$ cat src/rtl/bf16_pkg.sv
// Shared bf16 field widths, constants and special-value classification.
// Combinational helpers only; no latency or back-pressure of its own.
package bf16_pkg;

  localparam int E = 8;
  localparam int M = 7;
  localparam int BIAS = 127;
  localparam logic [E-1:0] EXP_MAX = 8'hFF;
  localparam logic [15:0] QNAN = 16'h7FC0;

  // Aligned significand: hidden 1, M bits, guard, round, sticky; plus one carry bit.
  localparam int AW = M + 4;
  localparam int SW = M + 5;

  typedef enum logic [1:0] {ZERO, NORM, INF, NAN} cls_e;

  // Subnormals classify as ZERO so callers flush them.
  function automatic cls_e classify(input logic [E-1:0] e, input logic [M-1:0] m);
    if (e == '0) return ZERO;
    else if (e == EXP_MAX) return (m == '0) ? INF : NAN;
    else return NORM;
  endfunction

endpackage

$ cat src/rtl/lzc.sv
// Leading-zero counter; cnt = W when din is all zeros.
// Purely combinational, no handshake.
module lzc #(
  parameter int W  = 16,
  parameter int CW = $clog2(W) + 1
) (
  input  logic [W-1:0]  din,
  output logic [CW-1:0] cnt
);

  // Scanning upward, the last set bit seen is the most significant one.
  always_comb begin
    cnt = CW'(W);
    for (int i = 0; i < W; i++) begin
      if (din[i]) cnt = CW'(W - 1 - i);
    end
  end

endmodule

$ cat src/rtl/bf16_sub.sv
// Pipelined bf16 z = a - b: 3-cycle latency, 1/cycle; one global stall (ready_o = ~valid_o | ready_i)
// freezes every stage. BF16_SUB_RNE_EN selects round-nearest-even and inf on overflow; default truncates.
module bf16_sub
  import bf16_pkg::*;
(
  input  logic         clk,
  input  logic         rst,
  input  logic         valid_i,
  output logic         ready_o,
  input  logic         sa_i,
  input  logic [E-1:0] ea_i,
  input  logic [M-1:0] ma_i,
  input  logic         sb_i,
  input  logic [E-1:0] eb_i,
  input  logic [M-1:0] mb_i,
  output logic         valid_o,
  input  logic         ready_i,
  output logic         s_o,
  output logic [E-1:0] e_o,
  output logic [M-1:0] m_o,
  output logic         nan_o,
  output logic         ovf_o
);

`ifdef BF16_SUB_RNE_EN
  localparam bit RNE_EN = 1'b1;
`else
  localparam bit RNE_EN = 1'b0;
`endif

  logic advance;
  assign advance = ~valid_o | ready_i;
  assign ready_o = advance;

  // ---------------- stage 1: classify, order, align ----------------
  cls_e ca, cb, cx, cy;
  logic sb_n, swap, sx1, nan1, inf1, inf_s1;
  logic [E-1:0] ex, ey, d;
  logic [M-1:0] ma_f, mb_f, mx, my;
  logic [AW-1:0] x_al, y_full, y_al;
  logic [2*AW-1:0] y_sh;

  always_comb begin
    sb_n = ~sb_i;
    ca = classify(ea_i, ma_i);
    cb = classify(eb_i, mb_i);
    ma_f = (ca == ZERO) ? '0 : ma_i;
    mb_f = (cb == ZERO) ? '0 : mb_i;
    swap = {eb_i, mb_f} > {ea_i, ma_f};
    ex  = swap ? eb_i : ea_i;
    ey  = swap ? ea_i : eb_i;
    mx  = swap ? mb_f : ma_f;
    my  = swap ? ma_f : mb_f;
    cx  = swap ? cb : ca;
    cy  = swap ? ca : cb;
    sx1 = swap ? sb_n : sa_i;
    d   = ex - ey;
    x_al   = {(cx != ZERO), mx, 3'b000};
    y_full = {(cy != ZERO), my, 3'b000};
    y_sh   = {y_full, {AW{1'b0}}} >> d;
    if (d >= E'(AW)) y_al = {{(AW-1){1'b0}}, (cy != ZERO)};
    else             y_al = y_sh[2*AW-1:AW] | {{(AW-1){1'b0}}, |y_sh[AW-1:0]};
    nan1   = (ca == NAN) || (cb == NAN) || ((ca == INF) && (cb == INF) && (sa_i != sb_n));
    inf1   = (ca == INF) || (cb == INF);
    inf_s1 = (ca == INF) ? sa_i : sb_n;
  end

  logic s1_vld, s1_nan, s1_inf, s1_inf_s, s1_sx, s1_sub;
  logic [E-1:0] s1_ex;
  logic [AW-1:0] s1_xal, s1_yal;

  // ---------------- stage 2: add/sub and leading-zero count ----------------
  logic [SW-1:0] sum;
  logic [4:0] lz;

  assign sum = s1_sub ? ({1'b0, s1_xal} - {1'b0, s1_yal})
                      : ({1'b0, s1_xal} + {1'b0, s1_yal});

  lzc #(.W(SW + 4), .CW(5)) u_lzc (
    .din ({sum, 4'hF}),
    .cnt (lz)
  );

  logic s2_vld, s2_nan, s2_inf, s2_inf_s, s2_sx, s2_sub;
  logic [E-1:0] s2_ex;
  logic [SW-1:0] s2_sum;
  logic [4:0] s2_lz;

  // ---------------- stage 3: normalise, round, pack ----------------
  logic [3:0] k;
  logic [AW-1:0] nrm;
  logic [9:0] exp_n, exp_r;
  logic inc, uf, of;
  logic [M+1:0] mant9;
  logic [M-1:0] mant_r;
  logic z_s, z_nan, z_ovf;
  logic [E-1:0] z_e;
  logic [M-1:0] z_m;

  always_comb begin
    k = 4'(s2_lz - 5'd1);
    if (s2_sum[SW-1]) begin
      nrm   = {s2_sum[SW-1:2], s2_sum[1] | s2_sum[0]};
      exp_n = {2'b00, s2_ex} + 10'd1;
    end else begin
      nrm   = s2_sum[AW-1:0] << k;
      exp_n = {2'b00, s2_ex} - {6'd0, k};
    end
    inc    = RNE_EN & nrm[2] & (nrm[1] | nrm[0] | nrm[3]);
    mant9  = {1'b0, nrm[AW-1:3]} + {{(M+1){1'b0}}, inc};
    mant_r = mant9[M+1] ? mant9[M:1] : mant9[M-1:0];
    exp_r  = exp_n + {9'd0, mant9[M+1]};
    uf     = exp_n[9] | (exp_n == 10'd0);
    of     = ~exp_r[9] & (exp_r >= 10'd255);

    z_s = s2_sx; z_e = exp_r[E-1:0]; z_m = mant_r; z_nan = 1'b0; z_ovf = 1'b0;
    if (s2_nan) begin
      {z_s, z_e, z_m} = QNAN;
      z_nan = 1'b1;
    end else if (s2_inf) begin
      z_s = s2_inf_s; z_e = EXP_MAX; z_m = '0;
    end else if (s2_sum == '0) begin
      // Cancellation gives +0; only like-signed zeros keep their sign.
      z_s = ~s2_sub & s2_sx; z_e = '0; z_m = '0;
    end else if (uf) begin
      z_e = '0; z_m = '0;
    end else if (of) begin
      z_ovf = 1'b1;
      z_e   = RNE_EN ? EXP_MAX : EXP_MAX - 8'd1;
      z_m   = RNE_EN ? '0 : '1;
    end
  end

  always_ff @(posedge clk or posedge rst) begin
    if (rst) begin
      s1_vld <= 1'b0; s1_nan <= 1'b0; s1_inf <= 1'b0; s1_inf_s <= 1'b0;
      s1_sx <= 1'b0; s1_sub <= 1'b0; s1_ex <= '0; s1_xal <= '0; s1_yal <= '0;
      s2_vld <= 1'b0; s2_nan <= 1'b0; s2_inf <= 1'b0; s2_inf_s <= 1'b0;
      s2_sx <= 1'b0; s2_sub <= 1'b0; s2_ex <= '0; s2_sum <= '0; s2_lz <= '0;
      valid_o <= 1'b0; s_o <= 1'b0; e_o <= '0; m_o <= '0; nan_o <= 1'b0; ovf_o <= 1'b0;
    end else if (advance) begin
      s1_vld <= valid_i; s1_nan <= nan1; s1_inf <= inf1; s1_inf_s <= inf_s1;
      s1_sx <= sx1; s1_sub <= sa_i ^ sb_n; s1_ex <= ex; s1_xal <= x_al; s1_yal <= y_al;
      s2_vld <= s1_vld; s2_nan <= s1_nan; s2_inf <= s1_inf; s2_inf_s <= s1_inf_s;
      s2_sx <= s1_sx; s2_sub <= s1_sub; s2_ex <= s1_ex; s2_sum <= sum; s2_lz <= lz;
      valid_o <= s2_vld; s_o <= z_s; e_o <= z_e; m_o <= z_m; nan_o <= z_nan; ovf_o <= z_ovf;
    end
  end

endmodule
$ cat config.mk
export PLATFORM = sky130hd
export DESIGN_NAME = bf16_sub
export DESIGN_NICKNAME = d
export VERILOG_FILES = /design/src/rtl/bf16_pkg.sv /design/src/rtl/lzc.sv /design/src/rtl/bf16_sub.sv
export SDC_FILE = /design/constraint.sdc
export NUM_CORES = 1
export LEC_CHECK = 0
export ABC_AREA = 1
export BUFFER_PORTS_ARGS = -buffer_cell sky130_fd_sc_hd__buf_2
export CAP_MARGIN = 20
export CORE_MARGIN = 4
export CORE_UTILIZATION = 47
export CTS_CLUSTER_SIZE = 40
export DETAILED_ROUTE_END_ITERATION = 16
export PLACE_DENSITY = 0.65
export SLEW_MARGIN = 20
export SYNTH_ARGS = -nofsm -noshare
export SYNTH_HDL_FRONTEND = slang
export SYNTH_SLANG_ARGS = --single-unit
$ cat constraint.sdc
create_clock -name clk -period 4.1 [get_ports clk]
set_input_delay 0.205 -clock clk [delete_from_list [all_inputs] [get_ports clk]]
set_output_delay 0.205 -clock clk [all_outputs]
set_load 0.005 [all_outputs]
==> metrics.cfg <==
[outcome]
status = finished, final reports clean

[timing]
whs_ns = 0.0117
relSlewSlack_pct = 40.5
period_needed_ns = 3.62
finalSetupViolCount = 0
setup_ws_ns = 0.477
worst_pin_slew_ns = 0.891
worst_clock_skew_ns = 0.00762
fin_crit_sh_pct = 88.4
setup_tns_ns = 0
hold_viol = 0
fmax_ghz = 0.276
rsz0062_at_grt = no
maxSlewViolCount = 0

[finish]
nFillCells = 1372
antenna_cells = 0
final_layout_size_suffix_gt1_share_pct = 13.4
area_growth_syn_to_layout_pct = 13.5
fin_util_pct = 54.1
fin_nets = 1100

[cts]
cts_root_buffer = clkbuf_16
cts_tree = built
cts_sinks = 82
clkTransAtPathRegs_ns = 0.07
cts_buffers = 9
cts_buffer_depth = 2
worstSkewPairLatency_ns = 0.34
cts_max_level = 3
holdBufCountCts = 0

[yosys]
yosys_warnings = 0
synth_compound_area_share_pct = 17.8
ys_types = 52
synth_top_area_share_pct = 31.1
synth_xor_area_share_pct = 2.39
yosysTopAreaCell = dfrtp_1
synth_top_family_by_area = simple AND/OR/NAND/NOR gates
ys_ff_latch = 82
synth_fa_ha_area_share_pct = 8.20
syn_avg_cell_area_um2 = 6.86
ys_top_cells_by_area = dfrtp_1, nand2_1, o21ai_0, ha_1, inv_1
synth-edff-count = 0
post_synth_and_or_nand_nor_area_fraction_pct = 30.3
synthFlopType = dfrtp_1
synthCells = 962
synthMuxAreaShare_pct = 0.304
synthArstFlopShare_pct = 100
synth_seq_area_share_pct = 31.1
syn_nets = 1040
syn_area_mm2 = 0.00660

[critical_path]
timing.rr.end = m_o[2]
rrSetupSlack_ns = 0.62
critPathSlowestCell = ha_1
path_max_fanout = 10
criticalPathCategory = primary input to register
cp-start-kind = primary input
cp_data_required_time_ns = 4.33
critPathTopFamily = simple AND/OR/NAND/NOR gates
crit_path_max_incr_delay_ns = 0.25
crit_start = ea_i[4]
arrival_ns = 3.85
cp_common_cell = nand2_1
end_kind = register
rr_worst_depth = 19
cp_num_buf_inv = 6
worstReg2RegStart = s2_lz[0]

[floorplan]
ios = 56
core-area_mm2 = 0.0138
fp-row-count = 43
die_w_um = 126
die_y_um = 126
fp.dieArea_mm2 = 0.0160
initial_core_util_pct = 47.7

[place]
dp_hpwl_um = 13400
pre_cts_slack_ns = 0.0888
finalWeightedCongestion = 0.968
port_buffers = 55

[grt]
grt_pass1_vias = 5922
antenna_found_initial = 0
grt_use_total_pct = 21.8
grt_pass1_wl_um = 28800
grt_overflow = 0
grt_max_degree = 71

[pwr]
ir_drop_mv = 0.324
power.density_mw_per_mm2 = 608
leakage_nw = 3.81

[route]
firstDrtPassIters = 5
drc_errors = 0
post_drt_wl_per_cell_um = 14.2
viasPerCell = 5.32
drtIter0Drc = 484
wl_um = 17100
ant_nets = 0
num_vias = 6423

[worst_hold_path]
min_path_type = primary input to async pin

[job]
drv_cap = 0

## flip-flops by register name, summed over array words and instances (netlist names), 4 cells and up
signal	cells
m_o	7
e_o	8
s1_xal	8
s2_lz	4
s2_ex	8
s2_sum	12
s1_yal	11
s1_ex	8
## cell usage after synthesis, types with 2 or more instances
cell type and number:
nand2_2 10, o22a_1 6, xnor2_1 2, o211ai_1 3, o31ai_1 6, ha_1 40, buf_2 5, or2_2 2
dfrtp_1 82, a21oi_1 48, o22ai_1 9, buf_6 2, a32o_1 2, fa_1 2, o21bai_1 3, mux2i_1 2
xor2_1 16, clkbuf_1 26, o21ai_0 105, nor3_1 9, a31oi_1 11, or3_1 2, nand4_1 21, nand2_4 4
nand3_2 9, a21o_1 2, nand2_1 238, nor2_1 72, nor4_1 7, nand3_1 62, inv_1 133
## placed cells by master (no fill, tap or decap), drive strengths merged, types with 3 or more instances in the layout
master	n
inv	134
dfrtp	82
xor2	16
o31ai	6
o21bai	3
a31oi	11
nor4	7
ha	40
o21ai	106
clkbuf	9
a21oi	50
clkinv	5
nor2	74
nand2	252
buf	82
o22ai	9
o211ai	3
nand3	71
nand4	22
nor3	11
o22a	6
## repair_timing
| item | CTS | global route |
|---|---|---|
| setup endpoints to repair | 0 | 1 |
| buffers inserted | 0 | 1 |
| resized for setup | 0 | 6 |
## cells by family (layout without fill, tap and decap cells)
family,after synthesis,count (layout)
flops,82,82
buf+inv,168,233
xor+xnor,18,18
compound gates,207,207
mux,2,2
simple gates,443,443
fa+ha+maj,42,42
## where the power goes
group	switching (mW)	internal (mW)	total, mW
clock network	0.345	0.477	0.822
registers	0.237	1.08	1.32
logic	1.51	0.906	2.41
## layer usage
metal / share of wire (%) / vias to the layer above / global-route usage (%)
met2: 47 / 185 / 37.4
met4: 2.1 / 0 / 6.44
li1: - / 3316 / -
met1: 46 / 2894 / 28.5
met5: 0 / - / 0
met3: 4.7 / 28 / 3.37
## final cells by class
cell class,instances,area [µm²],share of cell area (%)
clock buffers,9,225,3.01
clock inverters,7,77.6,1.04
inverters,135,513,6.85
multi-input cells,712,3910,52.2
flip-flops and latches,82,2050,27.4
well taps,180,225,3.01
repair buffers,82,485,6.49
## worst max path at each step
stage                           end  slack (ns)  cells after the start
after floorplan              m_o[0]        0.54                     20
after global placement    s1_yal[0]        0.16                     38
after detailed placement  s1_yal[0]        0.09                     38
after CTS                 s1_yal[0]        0.42                     38
after global routing      s1_yal[0]        0.03                     37
final                     s1_yal[0]        0.48                     36
## per-stage QoR
stage	total power, mW	cells	cell area, µm²
after floorplan	3.08	962	6600
after global placement	3.73	1190	7150
after detailed placement	3.73	1190	7150
after CTS	4.56	1206	7460
after global routing	5.00	1207	7490
final	4.55	1207	7490
(Power assumes the default switching activity.)
